$ cat src/rtl/srec_stim_loader.sv
// srec_stim_loader
//   Preload engine between the stimuli driver and the L2/TCDM data port.
//   Each accepted 64-bit entry (address, datum, byte mask) is buffered, then
//   written as up to two 32-bit words (low word first). Halves whose mask is
//   zero are skipped without bus traffic. Once the last entry is written and
//   all responses have returned, the core is released with the latched boot
//   address and fetch enable.
//
// Ports
//   clk_i, rst_ni              clock, asynchronous active-low reset
//   stim_valid_i/stim_ready_o  entry handshake
//   stim_addr_i/data_i/be_i    entry byte address ([2:0] ignored), datum, byte mask
//   stim_last_i, entry_addr_i  final entry flag, boot address (sampled with last)
//   data_req_o .. data_err_i   PULP req/gnt/rvalid write port (we is always 1)
//   busy_o, done_o, error_o    status (error_o is sticky)
//   fetch_en_o, boot_addr_o    core release
module srec_stim_loader #(
  parameter int FIFO_DEPTH      = 4,
  parameter int MAX_OUTSTANDING = 2
) (
  input  logic        clk_i,
  input  logic        rst_ni,
  input  logic        stim_valid_i,
  output logic        stim_ready_o,
  input  logic [31:0] stim_addr_i,
  input  logic [63:0] stim_data_i,
  input  logic [7:0]  stim_be_i,
  input  logic        stim_last_i,
  input  logic [31:0] entry_addr_i,
  output logic        data_req_o,
  input  logic        data_gnt_i,
  output logic [31:0] data_addr_o,
  output logic        data_we_o,
  output logic [3:0]  data_be_o,
  output logic [31:0] data_wdata_o,
  input  logic        data_rvalid_i,
  input  logic        data_err_i,
  output logic        busy_o,
  output logic        done_o,
  output logic        error_o,
  output logic        fetch_en_o,
  output logic [31:0] boot_addr_o
);

  localparam int AW = $clog2(FIFO_DEPTH);
  localparam int CW = $clog2(MAX_OUTSTANDING + 1);

  typedef enum logic [2:0] {
    IDLE  = 3'd0,
    LO    = 3'd1,
    HI    = 3'd2,
    DRAIN = 3'd3,
    DONE  = 3'd4
  } state_t;

  state_t state_reg, state_next;

  // Entry buffer: storage has no reset, only the pointers do.
  logic [28:0] fifo_addr [FIFO_DEPTH];
  logic [63:0] fifo_data [FIFO_DEPTH];
  logic [7:0]  fifo_be   [FIFO_DEPTH];
  logic [AW:0] wr_ptr_reg, rd_ptr_reg;

  logic        fifo_empty, fifo_full, push, pop;
  logic [28:0] head_addr;
  logic [63:0] head_data;
  logic [7:0]  head_be;

  logic          last_accepted_reg;
  logic [31:0]   boot_addr_reg;
  logic [CW-1:0] out_cnt_reg;
  logic          error_reg;
  logic          at_max, req_fire;

  assign fifo_empty = (wr_ptr_reg == rd_ptr_reg);
  assign fifo_full  = (wr_ptr_reg[AW] != rd_ptr_reg[AW]) &&
                      (wr_ptr_reg[AW-1:0] == rd_ptr_reg[AW-1:0]);

  // Gating with rst_ni keeps every output low while reset is held.
  assign stim_ready_o = rst_ni & ~fifo_full & ~last_accepted_reg & (state_reg != DONE);
  assign push         = stim_valid_i & stim_ready_o;

  assign head_addr = fifo_addr[rd_ptr_reg[AW-1:0]];
  assign head_data = fifo_data[rd_ptr_reg[AW-1:0]];
  assign head_be   = fifo_be[rd_ptr_reg[AW-1:0]];

  assign at_max   = (out_cnt_reg == CW'(MAX_OUTSTANDING));
  assign req_fire = data_req_o & data_gnt_i;

  always_ff @(posedge clk_i) begin
    if (push) begin
      fifo_addr[wr_ptr_reg[AW-1:0]] <= stim_addr_i[31:3];
      fifo_data[wr_ptr_reg[AW-1:0]] <= stim_data_i;
      fifo_be[wr_ptr_reg[AW-1:0]]   <= stim_be_i;
    end
  end

  always_ff @(posedge clk_i or negedge rst_ni) begin
    if (!rst_ni) begin
      wr_ptr_reg        <= '0;
      rd_ptr_reg        <= '0;
      last_accepted_reg <= 1'b0;
      boot_addr_reg     <= '0;
      out_cnt_reg       <= '0;
      error_reg         <= 1'b0;
    end else begin
      if (push) wr_ptr_reg <= wr_ptr_reg + 1'b1;
      if (pop)  rd_ptr_reg <= rd_ptr_reg + 1'b1;
      if (push && stim_last_i) begin
        last_accepted_reg <= 1'b1;
        boot_addr_reg     <= entry_addr_i;
      end
      // A response with nothing outstanding is spurious: flag it, keep count at 0.
      if (req_fire && !(data_rvalid_i && out_cnt_reg != '0))
        out_cnt_reg <= out_cnt_reg + 1'b1;
      else if (!req_fire && data_rvalid_i && out_cnt_reg != '0)
        out_cnt_reg <= out_cnt_reg - 1'b1;
      if (data_rvalid_i && (data_err_i || out_cnt_reg == '0))
        error_reg <= 1'b1;
    end
  end

  // State register
  always_ff @(posedge clk_i or negedge rst_ni) begin
    if (!rst_ni) state_reg <= IDLE;
    else         state_reg <= state_next;
  end

  // Next-state logic. IDLE looks at the incoming push so the first request
  // appears one cycle after the entry handshake.
  always_comb begin
    state_next = state_reg;
    case (state_reg)
      IDLE: begin
        if (!fifo_empty || push)    state_next = LO;
        else if (last_accepted_reg) state_next = DRAIN;
      end
      LO: begin
        if (head_be[3:0] == 4'h0 || req_fire) state_next = HI;
      end
      HI: begin
        if (head_be[7:4] == 4'h0 || req_fire) state_next = IDLE;
      end
      DRAIN: begin
        if (out_cnt_reg == '0) state_next = DONE;
      end
      DONE:    state_next = DONE;
      default: state_next = IDLE;
    endcase
  end

  // Outputs. Address/mask/data come straight from the buffer head, which only
  // moves on pop, so they stay stable while a request waits for grant. The
  // request itself cannot drop while waiting: the outstanding count can only
  // fall until this request is granted.
  always_comb begin
    data_req_o   = 1'b0;
    data_addr_o  = '0;
    data_be_o    = '0;
    data_wdata_o = '0;
    pop          = 1'b0;
    case (state_reg)
      LO: begin
        if (head_be[3:0] != 4'h0) begin
          data_req_o   = ~at_max;
          data_addr_o  = {head_addr, 3'b000};
          data_be_o    = head_be[3:0];
          data_wdata_o = head_data[31:0];
        end
      end
      HI: begin
        if (head_be[7:4] == 4'h0) begin
          pop = 1'b1;
        end else begin
          data_req_o   = ~at_max;
          data_addr_o  = {head_addr, 3'b100};
          data_be_o    = head_be[7:4];
          data_wdata_o = head_data[63:32];
          pop          = ~at_max & data_gnt_i;
        end
      end
      default: ;
    endcase
  end

  assign data_we_o   = (state_reg == LO) || (state_reg == HI);
  assign done_o      = (state_reg == DONE);
  assign fetch_en_o  = (state_reg == DONE);
  assign boot_addr_o = (state_reg == DONE) ? boot_addr_reg : 32'h0;
  assign error_o     = error_reg;
  assign busy_o      = (state_reg != DONE) &&
                       ((state_reg != IDLE) || !fifo_empty || (out_cnt_reg != '0));

endmodule

$ cat config.mk
export PLATFORM = sky130hd
export DESIGN_NAME = srec_stim_loader
export DESIGN_NICKNAME = d
export VERILOG_FILES = /design/src/rtl/srec_stim_loader.sv
export SDC_FILE = /design/constraint.sdc
export NUM_CORES = 1
export LEC_CHECK = 0
export ABC_AREA = 1
export ABC_CLOCK_PERIOD_IN_PS = 15900
export CAP_MARGIN = 20
export CORE_MARGIN = 10
export CORE_UTILIZATION = 55
export DETAILED_ROUTE_END_ITERATION = 16
export GPL_TIMING_DRIVEN = 1
export PLACE_DENSITY = 0.8
export SLEW_MARGIN = 20
export SYNTH_ARGS = -nofsm -noshare
export SYNTH_HDL_FRONTEND = slang
export SYNTH_SLANG_ARGS = --single-unit
$ cat constraint.sdc
create_clock -name clk_i -period 15.9 [get_ports clk_i]
set_input_delay 1.59 -clock clk_i [delete_from_list [all_inputs] [get_ports clk_i]]
set_output_delay 1.59 -clock clk_i [all_outputs]
set_load 0.005 [all_outputs]
# ---- After elaboration in Yosys (flattened, before gate mapping)
# Memory sizes are Yosys's and may differ from the RTL's.
# Cells that the tools add are included.
dict set report word_totals {
  reg_bits 45
  ramBits 404
  in_bits 143
  out_inout_bits 107
  elab_cells 88
  n_memories 3
}
dict set report op_classes {
  n_addsub 4
  eq_ne 13
  muxes 25
  bitwise 9
  reduce_logical 27
}
# memory depth width rd rd_ports_with_merged_regs write_ports line
set mem_list {}
lappend mem_list {fifo_data 4 64 1 0 1 60} ;# logic [63:0] fifo_data [FIFO_DEPTH];
lappend mem_list {fifo_addr 4 29 1 0 1 59} ;# logic [28:0] fifo_addr [FIFO_DEPTH];
lappend mem_list {fifo_be 4 8 1 0 1 61} ;# logic [7:0] fifo_be [FIFO_DEPTH];
# operator count
set op_table {}
lappend op_table {{$mux 32} 5}
lappend op_table {{$pmux 32 s2} 2}
lappend op_table {{$mux 3} 5}
lappend op_table {{$pmux 3 s5} 1}
lappend op_table {{$logic_and 1x1->1} 8}
lappend op_table {{$logic_not 4->1} 2}
lappend op_table {{$mux 4} 2}
lappend op_table {{$pmux 4 s2} 1}
lappend op_table {{$logic_or 1x1->1} 7}
lappend op_table {{$add 3x1->3 const B} 2}
lappend op_table {{$and 1x1->1} 6}
lappend op_table {{$eq 3x2->1 const B} 2}
lappend op_table {{$mux 1} 6}
lappend op_table {{$ne 2x2->1 const B} 3}
lappend op_table {{$ne 3x3->1 const B} 2}
lappend op_table {{$mux 2} 2}
lappend op_table {{$reduce_and 4->1} 1}
lappend op_table {{$reduce_bool 2->1} 2}
lappend op_table {{$reduce_bool 4->1} 1}
lappend op_table {{$eq 3x1->1 const B} 1}
lappend op_table {{$eq 3x3->1} 1}
lappend op_table {{$eq 3x3->1 const B} 1}
lappend op_table {{$logic_not 1->1} 3}
lappend op_table {{$logic_not 3->1} 1}
lappend op_table {{9 further kinds} 11}

# ---- Depth between registers and ports, before layout
dict set report logic_depth {
  depth_word 10
  ltp_mapped 16
  ltp_nobuf 15
}

# ---- Least setup slack after synthesis
# Ideal clock, no wire load.
dict set report synth_timing {
  path_kind {input -> register}
  start {in rst_ni}
  end {mem fifo_addr[3][0] (enable)}
  setup_ns 0.565
  arrival_time_ns 6.248
  t_required_ns 15.335
  slack_ns 9.087
  path_stages 4
  path_buffers 0
  path_cell_list {nand2_1 nor2_1 nand3_2 nor2_1}
}
dict set report synth_via {
  elab_chain_cells 6
}
# element line
set synth_lines {}
lappend synth_lines {{from (decl)} 22} ;# input logic rst_ni,
lappend synth_lines {{$and 1x1->1 (3 in series)} 80} ;# assign stim_ready_o = rst_ni & ~fifo_full & ~last_accepted_reg & (state_reg != DONE);
lappend synth_lines {{$and 1x1->1} 81} ;# assign push = stim_valid_i & stim_ready_o;
lappend synth_lines {{$mux 1} 91} ;# if (push) begin
lappend synth_lines {{$mux 1 (not written as such)} 92} ;# fifo_addr[wr_ptr_reg[AW-1:0]] <= stim_addr_i[31:3];
lappend synth_lines {{to (decl)} 59}
# Every way passes these cells.

# ---- Worst setup path after layout
dict set report layout_timing {
  start {reg rd_ptr_reg[0]}
  end {out data_addr_o[12]}
}
dict set report layout_via {
  elab_chain_cells 4
  word_cells_on_any_way 7
  cone_classes {mux: 3; reduce/logical: 2; memory: 2}
}
# element line
set layout_lines {}
lappend layout_lines {{from (decl)} 62} ;# logic [AW:0] wr_ptr_reg, rd_ptr_reg;
lappend layout_lines {{from (signal assigned)} 108} ;# if (pop) rd_ptr_reg <= rd_ptr_reg + 1'b1;
lappend layout_lines {{$mem_v2 4x8} -}
lappend layout_lines {{$logic_not 4->1 or $reduce_bool 4->1 (tied branches)} {172, 164}}
lappend layout_lines {{$mux 32 (on tied branches)} {172, 164}}
lappend layout_lines {{$pmux 32 s2 (*)} 162} ;# case (state_reg)
lappend layout_lines {{to (decl)} 32} ;# output logic [31:0] data_addr_o,
# Mark *: on every way between the ends. The rest lies on a longest branch, timed or not.

==> results.md <==
- The run finished with clean final reports.
- For this run, the number of Yosys warnings is 0.
- For the pin with the worst max-slew slack, the measured transition is 1.08 ns.
- Of all cell types, the one taking the most synthesized area is sky130_fd_sc_hd__edfxtp_1.
- The synthesized area divided by synthesized cell count is 13.1 um2.
- Data on the critical path is required at its endpoint by 14.31 ns.
- The sequential cell fraction of total power is 0.380.
- The number of antenna violations at the first check in global routing is 9.
- The worst setup path is launched from a flop.
- The count of instances resized after the clock tree is built is 0.
- sky130_fd_sc_hd__edfxtp_1 is the most common cell in the netlist.
- The number of H-tree levels is 2.
- Of the total power, the share spent switching nets is 0.324.
- The max-slew violation count is 0.
- The combined global-route utilization of all metal layers is 0.205.
- In this run the worst hold path is classified as reg2reg.
- The clock reaches the later pin of the worst-skew pair after 0.54 ns.
- In this run the post-CTS setup repair buffer count came out at 0.
- The number of distinct standard cells referenced by the synthesized netlist is 31.
- The power share of the clock group is 0.272.
- Setup violations remaining at the end of the flow were counted as 0.
- Of the available clock period, the critical path in the final layout requires 0.368.
- The net count of the finished layout is 1720.
- Setup repair after global routing left no endpoint under its margin.
- For the finished layout, the period the worst path requires is 5.84 ns.
- The half-perimeter wire length after detailed placement is 24600 um.
- The critical path capture point type is a primary output.
- Final hold analysis gives a worst-case slack of 0.487 ns.
- Clock tree synthesis inserted a total of 44 buffers.
- TritonCTS built the clock tree.
- The via count of the first global-routing pass is 11400.
- The die covers 39800 um2.
- The violation count after the first detailed-routing iteration is 863.
- The highest achievable clock rate is 171 MHz.
- The data arrival time of the worst path is 4.25 ns.
- The final clock skew is 0.0212 ns.
- Along the worst path, the maximum fanout reaches 133.
- In this run, synthesis inferred 404 flip-flops with an integrated enable.
- The worst-case headroom to the max-slew limit is 0.280.
- The max-capacitance violation count is 0.
- The total non-filler cell area in the finished layout is 21700 um2.
- The power density over the cells is 160 nW/um2.
- The number of instances in the synthesized netlist is 1353.
- In this run the deepest clock path goes through 3 buffers.
- The floorplan step set the die height to 200 um.
- Entering global routing, the biggest net connects 134 pins.
- The core region is 31700 um2.
- For this run, design rule violations remaining after detail routing come to 0.
- The weighted congestion reported at the end of routability-driven placement is 0.832.
- The area growth from synthesis to layout is 22.6%.
- The first-pass GRT wire length is 63600 um.
- In the routed layout, each cell is associated on average with a via count of 5.75.
- The register clock-pin slew on the reported worst setup and hold paths is 0.06 ns.
- The number of clock sinks is 449.
- The worst ir drop on vdd is 0.000156 V.
- The share of Yosys cell area claimed by the top area cell type is 0.684.
- By count the netlist is led by 404 x sky130_fd_sc_hd__edfxtp_1, 220 x sky130_fd_sc_hd__nand2_1, 147 x sky130_fd_sc_hd__o21ai_0.
- The area after detailed placement is 20400 um2.
- Internal power comes to 2.35 mW.
- The port buffer count is 244.
- The fraction of synthesis flops using an asynchronous set or reset pin is 0.100.
- The number of endpoints with negative hold slack in the final report is 0.
- The synthesized netlist occupies a cell area of 17700 um2.
- Yosys attributes the largest share of cell area to sky130_fd_sc_hd__edfxtp_1 68%, sky130_fd_sc_hd__dfrtp_1 6.4%, sky130_fd_sc_hd__nand2_1 4.7%.
- The register with the most flip-flops in the layout has 256 of them.
- Wires add up to 42000 um.
- The number of buffers inserted by hold repair at cts is 0.
- The total negative slack for setup checks is 0 ns.
- Of the synthesized area, sequential elements account for 0.748.
- The final global-route overflow total is 0.
- In this run the remaining antenna-violating nets after routing total 0.
- The combinational cell fraction of total power is 0.348.
- The via count is 11500.
- The top-level port count is 250.
- The die span in x is 200 um.
- For this configuration, the core starts out at a cell density of 0.559.
- The count of state elements after synthesis is 449.
- The leakage power total is 7.56 nW.
- The root buffer cell chosen for the clock tree is sky130_fd_sc_hd__clkbuf_16.
- The first detailed-routing pass took 5 iterations.
- The cell row count is 65.
- Among all flip-flop cells after synthesis, the most frequent one is sky130_fd_sc_hd__edfxtp_1.
- The setup path with the least slack is of type reg2out.
- The completed layout was analyzed and its total power is 3.47 mW.
- The net switching power is 1.12 mW.
- The final routed wire length divided by cell count is 20.9 um.
- Of the cells placed in the final design, the portion with a size suffix greater than 1 is 0.0650.
## through the flow
stage,cells,util,worst slack (ns)
floorplan,1354,-,9.09
global placement,1928,0.644,10.64
detailed placement,1928,0.644,10.56
CTS,2002,0.685,9.97
global route,2003,0.685,9.72
finish,2006,0.685,10.06
## placed cells by master (no fill, tap or decap), types with 2 or more instances in the layout
cell type	n
sky130_fd_sc_hd__clkdlybuf4s50_1	243
sky130_fd_sc_hd__inv_6	2
sky130_fd_sc_hd__clkbuf_16	44
sky130_fd_sc_hd__clkinvlp_4	3
sky130_fd_sc_hd__nand3_1	24
sky130_fd_sc_hd__edfxtp_1	404
sky130_fd_sc_hd__buf_4	17
sky130_fd_sc_hd__dfrtp_1	43
sky130_fd_sc_hd__xor2_1	6
sky130_fd_sc_hd__a32o_1	32
sky130_fd_sc_hd__conb_1	2
sky130_fd_sc_hd__clkinv_2	4
sky130_fd_sc_hd__inv_1	56
sky130_fd_sc_hd__ha_1	5
sky130_fd_sc_hd__inv_2	5
sky130_fd_sc_hd__nand2_2	4
sky130_fd_sc_hd__o22ai_1	53
sky130_fd_sc_hd__clkbuf_1	6
sky130_fd_sc_hd__a221oi_1	19
sky130_fd_sc_hd__diode_2	4
sky130_fd_sc_hd__nor2_1	141
sky130_fd_sc_hd__a221oi_2	10
sky130_fd_sc_hd__nand2_1	220
sky130_fd_sc_hd__a21oi_1	77
sky130_fd_sc_hd__nor3_1	2
sky130_fd_sc_hd__nor2_4	4
sky130_fd_sc_hd__o21ai_0	147
sky130_fd_sc_hd__clkinv_1	13
sky130_fd_sc_hd__bufinv_16	2
## metal layers
layer / vias to the layer above / track usage / wire (um)
li1: 5367 / - / -
met1: 5582 / 0.258 / 16600
met2: 497 / 0.333 / 20100
met3: 77 / 0.0653 / 4310
met4: 10 / 0.0617 / 861
met5: - / 0 / 66
## kinds of logic (layout without fill, tap and decap cells)
logic type / after synthesis / after routing / synth area share
flip-flops: 449 / 449 / 0.748
AND/OR/NAND/NOR: 401 / 401 / 0.0896
AO/OA/AOI/OAI: 339 / 339 / 0.118
buffers and inverters: 151 / 397 / 0.0373
XOR/XNOR: 7 / 7 / 0.00346
adder cells (fa/ha/maj): 5 / 5 / 0.00353
other: 1 / 6 / 0.000211
## area by class of cell
type                       instances  area, um2
antenna                            4       10.0
multi-input combinational        754       3850
clock buffer                      50       1120
inverter                          63        243
clock inverter                    24        176
timing repair buffer             260       2560
tap                              402        503
sequential                       449      13300
fill                            2111       9990
## worst max-delay path: stages, from the launching register on
cell                              delay (ns)
sky130_fd_sc_hd__dfrtp_4                0.61
sky130_fd_sc_hd__inv_6                  0.70
sky130_fd_sc_hd__nand2_1                0.12
sky130_fd_sc_hd__nand3_1                0.11
sky130_fd_sc_hd__nand2_1                0.09
sky130_fd_sc_hd__nand2_1                0.09
sky130_fd_sc_hd__inv_2                  0.06
sky130_fd_sc_hd__nand2_8                0.19
sky130_fd_sc_hd__nand2_4                0.22
sky130_fd_sc_hd__nand2_2                0.18
sky130_fd_sc_hd__inv_2                  0.31
sky130_fd_sc_hd__a221oi_1               0.44
sky130_fd_sc_hd__clkdlybuf4s50_1        0.59
## power groups by stage
stage / Sequential, mW / Clock, mW / Combinational [mW]
after floorplan: 1.33 / 0 / 0.681
final: 1.32 / 0.943 / 1.21
after CTS: 1.32 / 0.958 / 1.22
after global routing: 1.32 / 1.01 / 1.32
after detailed placement: 1.34 / 0 / 1.21
after global placement: 1.34 / 0 / 1.18
## final timing paths
path                                                start                       endpoint  slack [ns]  depth (start not counted)
min in group asynchronous                          rst_ni  boot_addr_reg[31]$_DFFE_PN0P_        1.07                          1
worst min register to register        error_o$_DFFE_PN0P_            error_o$_DFFE_PN0P_        0.49                          1
max in group asynchronous                          rst_ni      rd_ptr_reg[0]$_DFFE_PN0P_       14.40                          1
worst max-delay path            rd_ptr_reg[0]$_DFFE_PN0P_                data_addr_o[12]       10.06                         12
worst max register to register  rd_ptr_reg[0]$_DFFE_PN0P_      wr_ptr_reg[2]$_DFFE_PN0P_       11.80                         10
worst min-delay path                  error_o$_DFFE_PN0P_            error_o$_DFFE_PN0P_        0.49                          1
No activity file was read; power rests on OpenSTA's default activity.
